`src/rtl/add_round_key_stage.sv`:
```
// Purpose: iterative AES-128 round controller; owns the round state and applies AddRoundKey each round.
// Latency: out_valid rises 2*NR+2 cycles after the accept edge (22 for NR=10); one block in flight.
// Backpressure: in_ready only in IDLE; DONE holds ct_out stable until out_ready, then returns to IDLE.
//
// Ports:
//   clk, rst             clock, asynchronous active-high reset
//   in_valid/in_ready    plaintext request handshake, pt_in captured on accept
//   rk_en/rk_addr        round-key read strobe and index (0..NR), one read per FETCH cycle
//   rk_data              round key, valid the cycle after rk_en
//   mix_in/sr_in         round datapath results computed from state_q
//   state_q/round        round state register and current round index
//   out_valid/out_ready  ciphertext handshake, ct_out mirrors state_q
module add_round_key_stage #(
  parameter int NR = 10
) (
  input  logic         clk,
  input  logic         rst,
  input  logic         in_valid,
  output logic         in_ready,
  input  logic [0:127] pt_in,
  output logic         rk_en,
  output logic [3:0]   rk_addr,
  input  logic [0:127] rk_data,
  input  logic [0:127] mix_in,
  input  logic [0:127] sr_in,
  output logic [0:127] state_q,
  output logic [3:0]   round,
  output logic         out_valid,
  input  logic         out_ready,
  output logic [0:127] ct_out
);

  typedef enum logic [1:0] {
    IDLE  = 2'd0,
    FETCH = 2'd1,
    ADD   = 2'd2,
    DONE  = 2'd3
  } fsm_t;

  localparam logic [3:0] LAST_ROUND = 4'(NR);

  fsm_t         fsm_q;
  fsm_t         fsm_d;
  logic [0:127] pt_q;
  logic [0:127] ark_src;

  always_ff @(posedge clk or posedge rst) begin
    if (rst) begin
      fsm_q <= IDLE;
    end else begin
      fsm_q <= fsm_d;
    end
  end

  always_comb begin
    fsm_d     = fsm_q;
    in_ready  = 1'b0;
    rk_en     = 1'b0;
    rk_addr   = 4'd0;
    out_valid = 1'b0;
    case (fsm_q)
      IDLE: begin
        in_ready = 1'b1;
        if (in_valid) fsm_d = FETCH;
      end
      FETCH: begin
        // state_q is held here so mix_in/sr_in settle before ADD samples them
        rk_en   = 1'b1;
        rk_addr = round;
        fsm_d   = ADD;
      end
      ADD: begin
        fsm_d = (round == LAST_ROUND) ? DONE : FETCH;
      end
      DONE: begin
        out_valid = 1'b1;
        if (out_ready) fsm_d = IDLE;
      end
      default: fsm_d = IDLE;
    endcase
  end

  // Round 0 whitens the plaintext; the last round skips mixColumns.
  always_comb begin
    ark_src = mix_in;
    if (round == 4'd0) begin
      ark_src = pt_q;
    end else if (round == LAST_ROUND) begin
      ark_src = sr_in;
    end
  end

  always_ff @(posedge clk or posedge rst) begin
    if (rst) begin
      pt_q    <= '0;
      state_q <= '0;
      round   <= 4'd0;
    end else begin
      case (fsm_q)
        IDLE: begin
          if (in_valid) begin
            pt_q  <= pt_in;
            round <= 4'd0;
          end
        end
        ADD: begin
          state_q <= ark_src ^ rk_data;
          if (round != LAST_ROUND) round <= round + 4'd1;
        end
        default: ;
      endcase
    end
  end

  assign ct_out = state_q;

endmodule

```
`config.mk`:
```
export PLATFORM = sky130hd
export DESIGN_NAME = add_round_key_stage
export DESIGN_NICKNAME = d
export VERILOG_FILES = /design/src/rtl/add_round_key_stage.sv
export SDC_FILE = /design/constraint.sdc
export NUM_CORES = 1
export LEC_CHECK = 0
export BUFFER_PORTS_ARGS = -buffer_cell sky130_fd_sc_hd__buf_4
export CAP_MARGIN = 30
export CORE_AREA = 2 2 304 306
export DETAILED_ROUTE_END_ITERATION = 10
export DIE_AREA = 0 0 306 308
export MAX_ROUTING_LAYER = met4
export PLACE_DENSITY = 0.53
export SLEW_MARGIN = 20
export SYNTH_ARGS = -nofsm -noshare
export SYNTH_HDL_FRONTEND = slang
export SYNTH_SLANG_ARGS = --single-unit
```
`constraint.sdc`:
```
create_clock -name clk -period 7.3 [get_ports clk]
set_input_delay 0.365 -clock clk [delete_from_list [all_inputs] [get_ports clk]]
set_output_delay 0.365 -clock clk [all_outputs]
set_load 0.01 [all_outputs]
```
[After elaboration in Yosys (flattened, before gate mapping)]
Index checks and enable logic that the tools add are counted.
Storage, ports and cells
  output and inout port bits: 267
  word-level logic and storage cells: 33
  bits in registers: 262
Cells by class
  reductions and logical operators: 6
  bitwise logic cells: 1
  eq/ne operators: 8
  muxes and demuxes: 13
  $add $sub $neg: 1
Operators by type and width (count)
  2-to-1 mux 128 bit: 2
  XOR 128 bit: 1
  2-to-1 mux 4 bit: 3
  one-hot mux 2 bit (4 select lines): 1
  one-hot mux 4 bit (2 select lines): 1
  2-to-1 mux 2 bit: 3
  != test 2 bit, second input constant: 3
  adder 4 x 1 -> 4 bit, second input constant: 1
  equality test 2 bit, second input constant: 2
  equality test 4 bit, second input constant: 1
  logical NOT 4 bit: 1
  != test 4 bit, second input constant: 1
  AND reduction 2 bit: 2
  2-to-1 mux 1 bit: 3
  AND reduction 3 bit: 1
  equality test 2 x 1 -> 1 bit, second input constant: 1
  logical NOT 2 bit: 1
  nonzero test 2 bit: 1

[Longest topological paths before layout]
Gate-level depths: netlist (run 1).
  depth after elaboration: 4
  gate-level depth with buffers: 8
  mapped depth without buffers: 6

[Worst setup path before layout (run 1)]
OpenSTA, ideal clock, no wires.
  path type: flip-flop to flip-flop
  start: reg round[0]
  end: reg state_q, in the netlist ct_out[14]
  cell stages (with the launch flop): 9
  data arrival time: 1.943 ns
  clock period less this slack: 2.084 ns
  buffers on the path: 2
  library setup time: 0.140 ns
  path slack: 5.216 ns
  cell sequence: dfrtp_1 inv_1 ha_1 buf_6 buf_6 or3_1 o311a_1 a221oi_1 o211ai_1
Between the ends
  cells in the longest elaborated chain, start to end: 4
  elaborated cells on any way between the ends: 5
  classes of those cells: eq/ne: 1; mux: 2; bitwise: 1; reduce/logical: 1
Ends and longest elaborated chain
  start: declaration: line 27  | output logic [3:0] round,
  start signal: assignment: line 108  | if (round != LAST_ROUND) round <= round + 4'd1;
  equality test 4 bit: line 88  | end else if (round == LAST_ROUND) begin
  2-to-1 mux 128 bit: line 88
  2-to-1 mux 128 bit (*): line 86  | if (round == 4'd0) begin
  XOR 128 bit (*): line 107  | state_q <= ark_src ^ rk_data;
  end signal: assignment: line 107
  end: declaration: line 26  | output logic [0:127] state_q,
Every way passes the cells marked *; elsewhere a longest branch is shown, timed or not.
A chain may end at the register's enable or synchronous reset.

[Worst setup path in the final report (run 1)]
  start: reg round[0]
  end: reg state_q, in the netlist ct_out[46]
The elaborated chain is that of the path after synthesis.

==> flow_summary.ini, run 1 <==
[clock_tree]
insertion_delay_ps = 550
cts_htree_levels = 2
clock_sinks = 262
cts_buffers = 38
clk_pin_slew_ps = 50
cts_resized = 0
clockBufferDepth = 3
cts_tree = done
clockRootBuffer = clkbuf_16

[placement]
globalplace.congestion = 0.8311
dp_hpwl_um = 60620
port_buffers = 782
postPlaceCellArea_mm2 = 0.02651
dp_slack_ps = 3930
numPlacedInstances = 3832

[grt]
grt_pass1_vias = 19739
grtUsageTotal_pct = 18.23
grt_pass1_wl_um = 129200
grt_max_degree = 228
grt_overflow = 0
antenna_found_initial = 15

[floorplanning]
start_util_pct = 23.05
die-area_mm2 = 0.09425
dieHeight_um = 308
num_rows = 111
pin_count = 783
core_mm2 = 0.09097
fp.dieW_um = 306

[timing]
fmax_ghz = 0.3052
min_period_ps = 3276
max_slew_margin_pct = 29.54
min_period_over_period_pct = 44.88
setup_violations = 0
slew_violations = 0
skew_ps = 12.73
final.setup.tns_ps = 0
worstMarginPinSlew_ps = 1057
finalWorstSetupSlack_ps = 4024
grt_setup_unrepaired = false
hold_viol_final = 0

[route]
vias = 20482
ant_nets = 0
detail_route.iter0.violations = 1397
vias_per_cell = 5.225
wirelength_um = 88000
firstDrtPassIters = 5
wl_per_cell_um = 22.45
drc_errors = 0

[final_layout]
final_cell_area_mm2 = 0.02785
seq_area_mm2 = 0.006564
final_cells = 3920
nFillCells = 9522
area_growth_pct = 32.84
drive_gt1_share_pct = 44.29
final_nets = 3214
multi_input_area_mm2 = 0.01230

[yosys]
yosys.area.top_type = dfrtp_1
synth_area_leaders = dfrtp_1 (31%), a221oi_2 (7.0%), mux2_2 (6.9%)
synth_common_cells = dfrtp_1 (262), buf_4 (138), and2_1 (134)
ys.flop_type = dfrtp_1
synthesis.nets = 2703
netlist_area_mm2 = 0.02096
synth-seq-cells = 262
synth_top_area_share_pct = 31.27
synthCells = 2184
synth_async_sr_flop_share_pct = 100.0
yosysUniqueCellTypes = 35
syn-mean-instance-area_um2 = 9.599
ys_seq_area_share_pct = 31.27
synth_edf_count = 0
synth_most_common_cell = dfrtp_1
ys_warn_count = 0

[hold_path]
hold_class = in2async

[run_status]
outcome = finished, final reports clean

[power]
power_w = 0.01189
ir_drop_v = 0.0002433
p_leak_nw = 11.68
p_per_area_mw_per_mm2 = 427.0

[critical_path]
worstSetupPathType = reg2reg
startpoint_type = flip-flop
ff2ff_path_depth = 7
path_buf_inv = 2
r2r_start = round[0]$_DFFE_PP0P_
reg2reg_setup_slack_ps = 4020
cpPeakStageDelay_ps = 740
timing.critical_path.cells = inv_1 -> ha_4 -> or2b_4 -> buf_4 -> o22ai_1 -> or4b_1 -> o211ai_1
r2r_end = ct_out[46]$_DFFE_PP0P_
crit_family = simple AND/OR/NAND/NOR gates
cp_data_arrival_time_ps = 3730
critPathCaptureType = flip-flop
cp_max_fo = 54
slowest_stage = buf_4
crit_required_ps = 7750

[job]
maxCapViolations = 0
where the power goes:
group | switching (W) | leakage, nW | internal, W
clock network | 0.000749 | 0.588 | 0.00109
logic | 0.00369 | 7.96 | 0.00333
registers | 0.000815 | 3.13 | 0.00222
sequential cells by signal, summed over array words and instances, names as in the netlist:
register / flops
pt_q: 128
round: 4
fsm_q: 2
ct_out: 128
layout by cell type (no fill, tap or decap), types with 3 or more instances in the layout:
cell type and n:
buf_4 799, dlygate4sd3_1 8, nand2b_1 80, clkbuf_1 14
o311a_2 110, mux2_2 128, inv_1 4, buf_12 7
a21oi_1 4, a221oi_1 30, o22ai_1 128, or4b_1 128
clkbuf_16 41, o21ai_0 5, nor3_1 130, a221oi_2 98
clkbuf_8 7, and3_1 128, and2_1 133, nand2_1 132
diode_2 13, o311a_1 18, or2b_1 48, clkinv_2 3
or3_1 128, dfrtp_1 260, o211ai_1 128
how the worst max path moves through the flow:
stage | start | endpoint | slack (ps) | cells after the start
finish | round[0]$_DFFE_PP0P_ | ct_out[46]$_DFFE_PP0P_ | 4020 | 7
global route | round[0]$_DFFE_PP0P_ | ct_out[115]$_DFFE_PP0P_ | 3790 | 8
CTS | round[0]$_DFFE_PP0P_ | ct_out[8]$_DFFE_PP0P_ | 3930 | 8
detailed placement | round[0]$_DFFE_PP0P_ | ct_out[108]$_DFFE_PP0P_ | 3930 | 8
global placement | round[2]$_DFFE_PP0P_ | ct_out[59]$_DFFE_PP0P_ | 3780 | 5
floorplan | rst | ct_out[0]$_DFFE_PP0P_ | 3480 | 1
stage by stage:
stage / hold slack (ps) / util [%]
floorplan: 461.4 / -
global placement: 492.1 / 29.10
detailed placement: 497.7 / 29.14
CTS: 0.05673 / 30.55
global route: 14.76 / 30.61
finish: 17.55 / 30.61
timing repair:
item | in CTS | in global routing
hold endpoints to repair | 9 | 0
hold buffers | 8 | 0
setup buffers | 0 | 0
worst reg2reg max path, cell delays in order (launching register included):
cell and delay, ps:
dfrtp_1 470, inv_1 160, ha_4 310, or2b_4 600, buf_4 750, o22ai_1 280
or4b_1 520, o211ai_1 110
cell families (layout without fill, tap and decap cells):
group           Yosys count  in the layout  synth area share, %
buf+inv                 349            886                10.27
fa+ha+maj                 3              3               0.1791
mux                     128            128                6.876
simple gates            918            918                27.65
other cells               0             13                    0
flops                   262            262                31.27
compound gates          524            524                23.76
layer usage:
metal / vias to the layer above / GRT usage, % / wire length (um)
met1: 10181 / 23.28 / 38430
met2: 708 / 29.01 / 41640
met3: 132 / 3.271 / 5205
li1: 9461 / - / -
met4: 0 / 6.209 / 2726
met5: - / - / 0
cell type report:
class / count / share of cell area (%)
repair buffers: 815 / 22.43
flip-flops and latches: 262 / 23.57
clock inverters: 4 / 0.08536
well taps: 1186 / 5.328
diodes: 13 / 0.1168
multi-input cells: 1573 / 44.17
clock buffers: 62 / 4.219
inverters: 5 / 0.08087
No activity file was read; power rests on OpenSTA's default activity.
==> inputs of run 2 (changes only) <==
clock period = 2.72 ns   (was 7.3 ns; I/O delays follow)
==> flow_summary.ini, run 2 (synthesis gave the netlist of run 1 again) <==
[power]
p_leak_nw = 13.04
clkPwrFrac_pct = 14.9
p_per_area_mw_per_mm2 = 1071
swShare_pct = 43.60
intPower_w = 0.01873
ir_drop_v = 0.0006355
p_seq_share_pct = 24.3
p_switching_w = 0.01448
power_w = 0.03321
comb_power_share_pct = 60.8

[route]
vias_per_cell = 5.180
wirelength_um = 90670
drc_errors = 0
wl_per_cell_um = 21.55
vias = 21793
firstDrtPassIters = 5
ant_nets = 0
detail_route.iter0.violations = 1531

[critical_path]
cp_max_fo = 87
worstSetupPathType = reg2reg
critPathCaptureType = flip-flop
crit_required_ps = 3110
timing.critical_path.cells = nand2b_4 -> buf_12 -> nor3_1 -> a221oi_1 -> o211ai_1
cpPeakStageDelay_ps = 590
slowest_stage = dfrtp_1
path_buf_inv = 1
startpoint_type = flip-flop
cp_data_arrival_time_ps = 2640
crit_family = flip-flops

[final_layout]
final_cell_mix = buf_4 (809), dfrtp_1 (260), dlygate4sd3_1 (260)
drive_gt1_share_pct = 41.44
final_cell_area_mm2 = 0.03101
final_nets = 3504
layout_commonest_cell = buf_4
area_growth_pct = 47.91

[placement]
port_buffers = 782
postPlaceCellArea_mm2 = 0.02717
globalplace.congestion = 0.8572
dp_hpwl_um = 63510

[timing]
slew_violations = 0
fmax_ghz = 0.4448
setup_violations = 0
min_period_over_period_pct = 82.65
hold_viol_final = 0
max_slew_margin_pct = 43.86
worstMarginPinSlew_ps = 842.1
skew_ps = 17.74
final.setup.tns_ps = 0
min_period_ps = 2248
grt_setup_unrepaired = false

[grt]
antenna_found_initial = 12
grt_pass1_wl_um = 134300
grt_pass1_vias = 21296
grt_overflow = 0
grtUsageTotal_pct = 18.68
grt_max_degree = 153

[floorplanning]
start_util_pct = 23.05
die-area_mm2 = 0.09425
fp.dieW_um = 306
num_rows = 111
core_mm2 = 0.09097
dieHeight_um = 308
pin_count = 783

[clock_tree]
cts_htree_levels = 2
clock_sinks = 262
post_cts_buffers = 0
clk_pin_slew_ps = 50
cts_buffers = 38
clockBufferDepth = 3
insertion_delay_ps = 550
cts_tree = done
clockRootBuffer = clkbuf_16

[run_status]
outcome = finished, final reports clean

[job]
maxCapViolations = 0

[hold_path]
hold_class = in2reg
==> run 2: cell type report <==
cell class,count,area [um2]
Inverter,5,22.52
Timing Repair Buffer,1105,9397
Antenna cell,14,35.03
Clock buffer,57,1176
Sequential cell,262,6564
Clock inverter,5,28.78
Tap cell,1186,1484
Multi-Input combinational cell,1573,12300
Fill cell,9350,59960
==> run 2: final timing paths <==
path / from / endpoint / slack, ps / depth (start not counted)
worst min-delay path: sr_in[24] / ct_out[24]$_DFFE_PP0P_ / 70 / 4
min in group asynchronous: rst / pt_q[108]$_DFFE_PP0P_ / 150 / 3
worst min register to register: pt_q[19]$_DFFE_PP0P_ / pt_q[19]$_DFFE_PP0P_ / 510 / 1
max in group asynchronous: rst / pt_q[23]$_DFFE_PP0P_ / 1640 / 5
worst max register to register: fsm_q[0]$_DFFE_PP0P_ / ct_out[7]$_DFFE_PP0P_ / 470 / 5
worst max-delay path: fsm_q[0]$_DFFE_PP0P_ / ct_out[7]$_DFFE_PP0P_ / 470 / 5
==> run 2: repair_timing <==
item / 4_1_cts / 5_1_grt
resized for setup: 0 / 0
hold buffers: 260 / 0
endpoints found under the hold margin: 337 / 0
==> run 2: metrics by stage <==
step | utilization (%) | hold WS (ps) | instances | setup WS [ps]
floorplan | - | 232.4 | 2184 | -871.5
global placement | 29.86 | 160.7 | 3871 | 545.1
detailed placement | 29.86 | 159.9 | 3871 | 520.3
CTS | 34.05 | 6.497 | 4193 | 481.7
global route | 34.08 | 53.72 | 4205 | 302.4
finish | 34.09 | 67.48 | 4207 | 472.0
==> run 2: worst register-to-register path: cells and delay by family (launching register included) <==
family                 cells  cell delay, ps
flip-flops                 1             590
buffers and inverters      1             370
AO/OA/AOI/OAI              2             460
AND/OR/NAND/NOR            2             670
==> run 2: layer usage <==
metal	up-vias	global-route usage (%)	part of all wire (%)
met5	-	-	0
met4	0	5.820	2.5
met3	135	2.474	4.8
met2	800	30.77	49
met1	10820	23.75	44
li1	10038	-	-
==> run 2: power groups by stage <==
stage / combinational [W] / clock (W) / sequential (W)
2_1_floorplan: 0.0139 / 0 / 0.00746
3_3_place_gp: 0.0196 / 0 / 0.00810
3_5_place_dp: 0.0198 / 0 / 0.00808
4_1_cts: 0.0202 / 0.00514 / 0.00806
5_1_grt: 0.0218 / 0.00525 / 0.00830
6_report: 0.0202 / 0.00494 / 0.00807
==> inputs of run 3 (changes only) <==
PLACE_DENSITY = 0.52   (was 0.53)
clock period = 2.1 ns   (was 2.72 ns; I/O delays follow)
==> flow_summary.ini, run 3 (synthesis gave the netlist of run 1 again) <==
[run_status]
outcome = finished with violations
failed_checks = negative setup slack

[placement]
numPlacedInstances = 4039
dp_slack_ps = -55.56
dp_hpwl_um = 69560
globalplace.congestion = 0.8763
postPlaceCellArea_mm2 = 0.02865
port_buffers = 782

[grt]
gr-usage-met1_pct = 25.48
grt_max_degree = 84
grt_overflow = 0
grtUsageTotal_pct = 19.68
antenna_found_initial = 8
grt_use_met3_pct = 2.597
grt_pass1_vias = 22343
grt_pass1_wl_um = 140500
grt_busiest_layer = met2
met2_usage_pct = 32.21

[timing]
fmax_ghz = 0.4672
max_slew_margin_pct = 62.72
final.setup.tns_ps = -499.7
setup_violations = 30
grt_setup_unrepaired = true
finalWorstSetupSlack_ps = -40.30
slew_violations = 0
min_period_over_period_pct = 101.9
hold_viol_final = 0
min_period_ps = 2140
worstMarginPinSlew_ps = 559.2
skew_ps = 16.71

[clock_tree]
cts_htree_levels = 2
clockRootBuffer = clkbuf_16
cts_tree = done
insertion_delay_ps = 560
clock_sinks = 262
cts_buffers = 39
clockBufferDepth = 3
clk_pin_slew_ps = 60

[hold_path]
min_from = sr_in[122]
hold_class = in2reg

[final_layout]
final_cell_mix = buf_4 (954), dlygate4sd3_1 (282), dfrtp_1 (259)
drive_gt1_share_pct = 46.52
area_growth_pct = 62.32
layout_commonest_cell = buf_4
final_cell_area_mm2 = 0.03403
fin_util_pct = 37.41
final_cells = 4428
final_nets = 3728

[power]
intPower_w = 0.02765
p_leak_nw = 14.59
ir_drop_v = 0.0006029
comb_power_share_pct = 65.0
p_switching_w = 0.02052
p_seq_share_pct = 21.6
p_per_area_mw_per_mm2 = 1415
clkPwrFrac_pct = 13.4
swShare_pct = 42.60

[floorplanning]
num_rows = 111
die-area_mm2 = 0.09425
start_util_pct = 23.05
dieHeight_um = 308
pin_count = 783
fp.dieW_um = 306
core_mm2 = 0.09097

[route]
firstDrtPassIters = 5
vias_per_cell = 5.148
drc_errors = 0
ant_nets = 0
vias = 22795
wirelength_um = 99970
wl_per_cell_um = 22.58
detail_route.iter0.violations = 1559

[critical_path]
startpoint_type = flip-flop
timing.critical_path.cells = inv_2 -> buf_4 -> ha_4 -> or2b_4 -> buf_12 -> clkbuf_16 -> o22ai_2 -> or4b_1 -> o211ai_1
worstSetupPathType = reg2reg
cpPeakStageDelay_ps = 470
r2r_start = round[0]$_DFFE_PP0P_
slowest_stage = or4b_1
cp_data_arrival_time_ps = 2600
crit_required_ps = 2560
critPathCaptureType = flip-flop
cp_max_fo = 9
crit_start = round[0]$_DFFE_PP0P_

[job]
maxCapViolations = 0
[run 3: metal layers]
layer / share of wire (%) / vias to the layer above
met5: 0 / -
met4: 2.5 / 0
met3: 5.2 / 141
met2: 48 / 803
met1: 44 / 11361
li1: - / 10490
[run 3: worst paths after layout]
| path | endpoint | slack [ps] | cells after the start |
|---|---|---|---|
| max | ct_out[95]$_DFFE_PP0P_ | -40 | 9 |
| min | ct_out[122]$_DFFE_PP0P_ | 6 | 4 |
| max in group asynchronous | pt_q[47]$_DFFE_PP0P_ | 1140 | 5 |
| min reg2reg | pt_q[12]$_DFFE_PP0P_ | 510 | 1 |
| min in group asynchronous | ct_out[112]$_DFFE_PP0P_ | 140 | 3 |
| max reg2reg | ct_out[95]$_DFFE_PP0P_ | -40 | 9 |
[run 3: metrics by stage]
| stage | total power (W) | hold WS [ps] |
|---|---|---|
| finish | 0.04816 | 6.273 |
| global route | 0.05099 | 6.897 |
| CTS | 0.04607 | 0.07550 |
| detailed placement | 0.03828 | 130.1 |
| global placement | 0.03809 | 140.9 |
| floorplan | 0.02762 | 201.4 |
[run 3: repair_timing]
action | CTS | global route
endpoints found under the setup margin | 12 | 121
cloned | 3 | 16
pin swaps | 2 | 27
buffers inserted | 4 | 10
gates resized for setup | 9 | 107
hold endpoints to repair | 346 | 3
hold buffers | 279 | 3
[run 3: cell type report]
type | count | area (um2)
Antenna cell | 9 | 22.52
Clock buffer | 61 | 1171
Clock inverter | 4 | 25.02
Fill cell | 9082 | 56940
Inverter | 5 | 22.52
Multi-Input combinational cell | 1573 | 12900
Sequential cell | 262 | 6565
Tap cell | 1186 | 1484
Timing Repair Buffer | 1328 | 11840
[run 3: power by group through the flow]
stage | Clock [W] | Combinational [W] | Sequential, W
floorplan | 0 | 0.0180 | 0.00966
global placement | 0 | 0.0277 | 0.0103
detailed placement | 0 | 0.0279 | 0.0103
CTS | 0.00665 | 0.0291 | 0.0103
global route | 0.00680 | 0.0336 | 0.0106
finish | 0.00644 | 0.0313 | 0.0104
[run 3: critical path: cells and delay by family, from the launching register on]
| family | cells | cell delay, ps |
|---|---|---|
| AO/OA/AOI/OAI | 2 | 180 |
| adder cells (fa/ha/maj) | 1 | 150 |
| buffers and inverters | 4 | 600 |
| flip-flops | 1 | 350 |
| AND/OR/NAND/NOR | 2 | 730 |
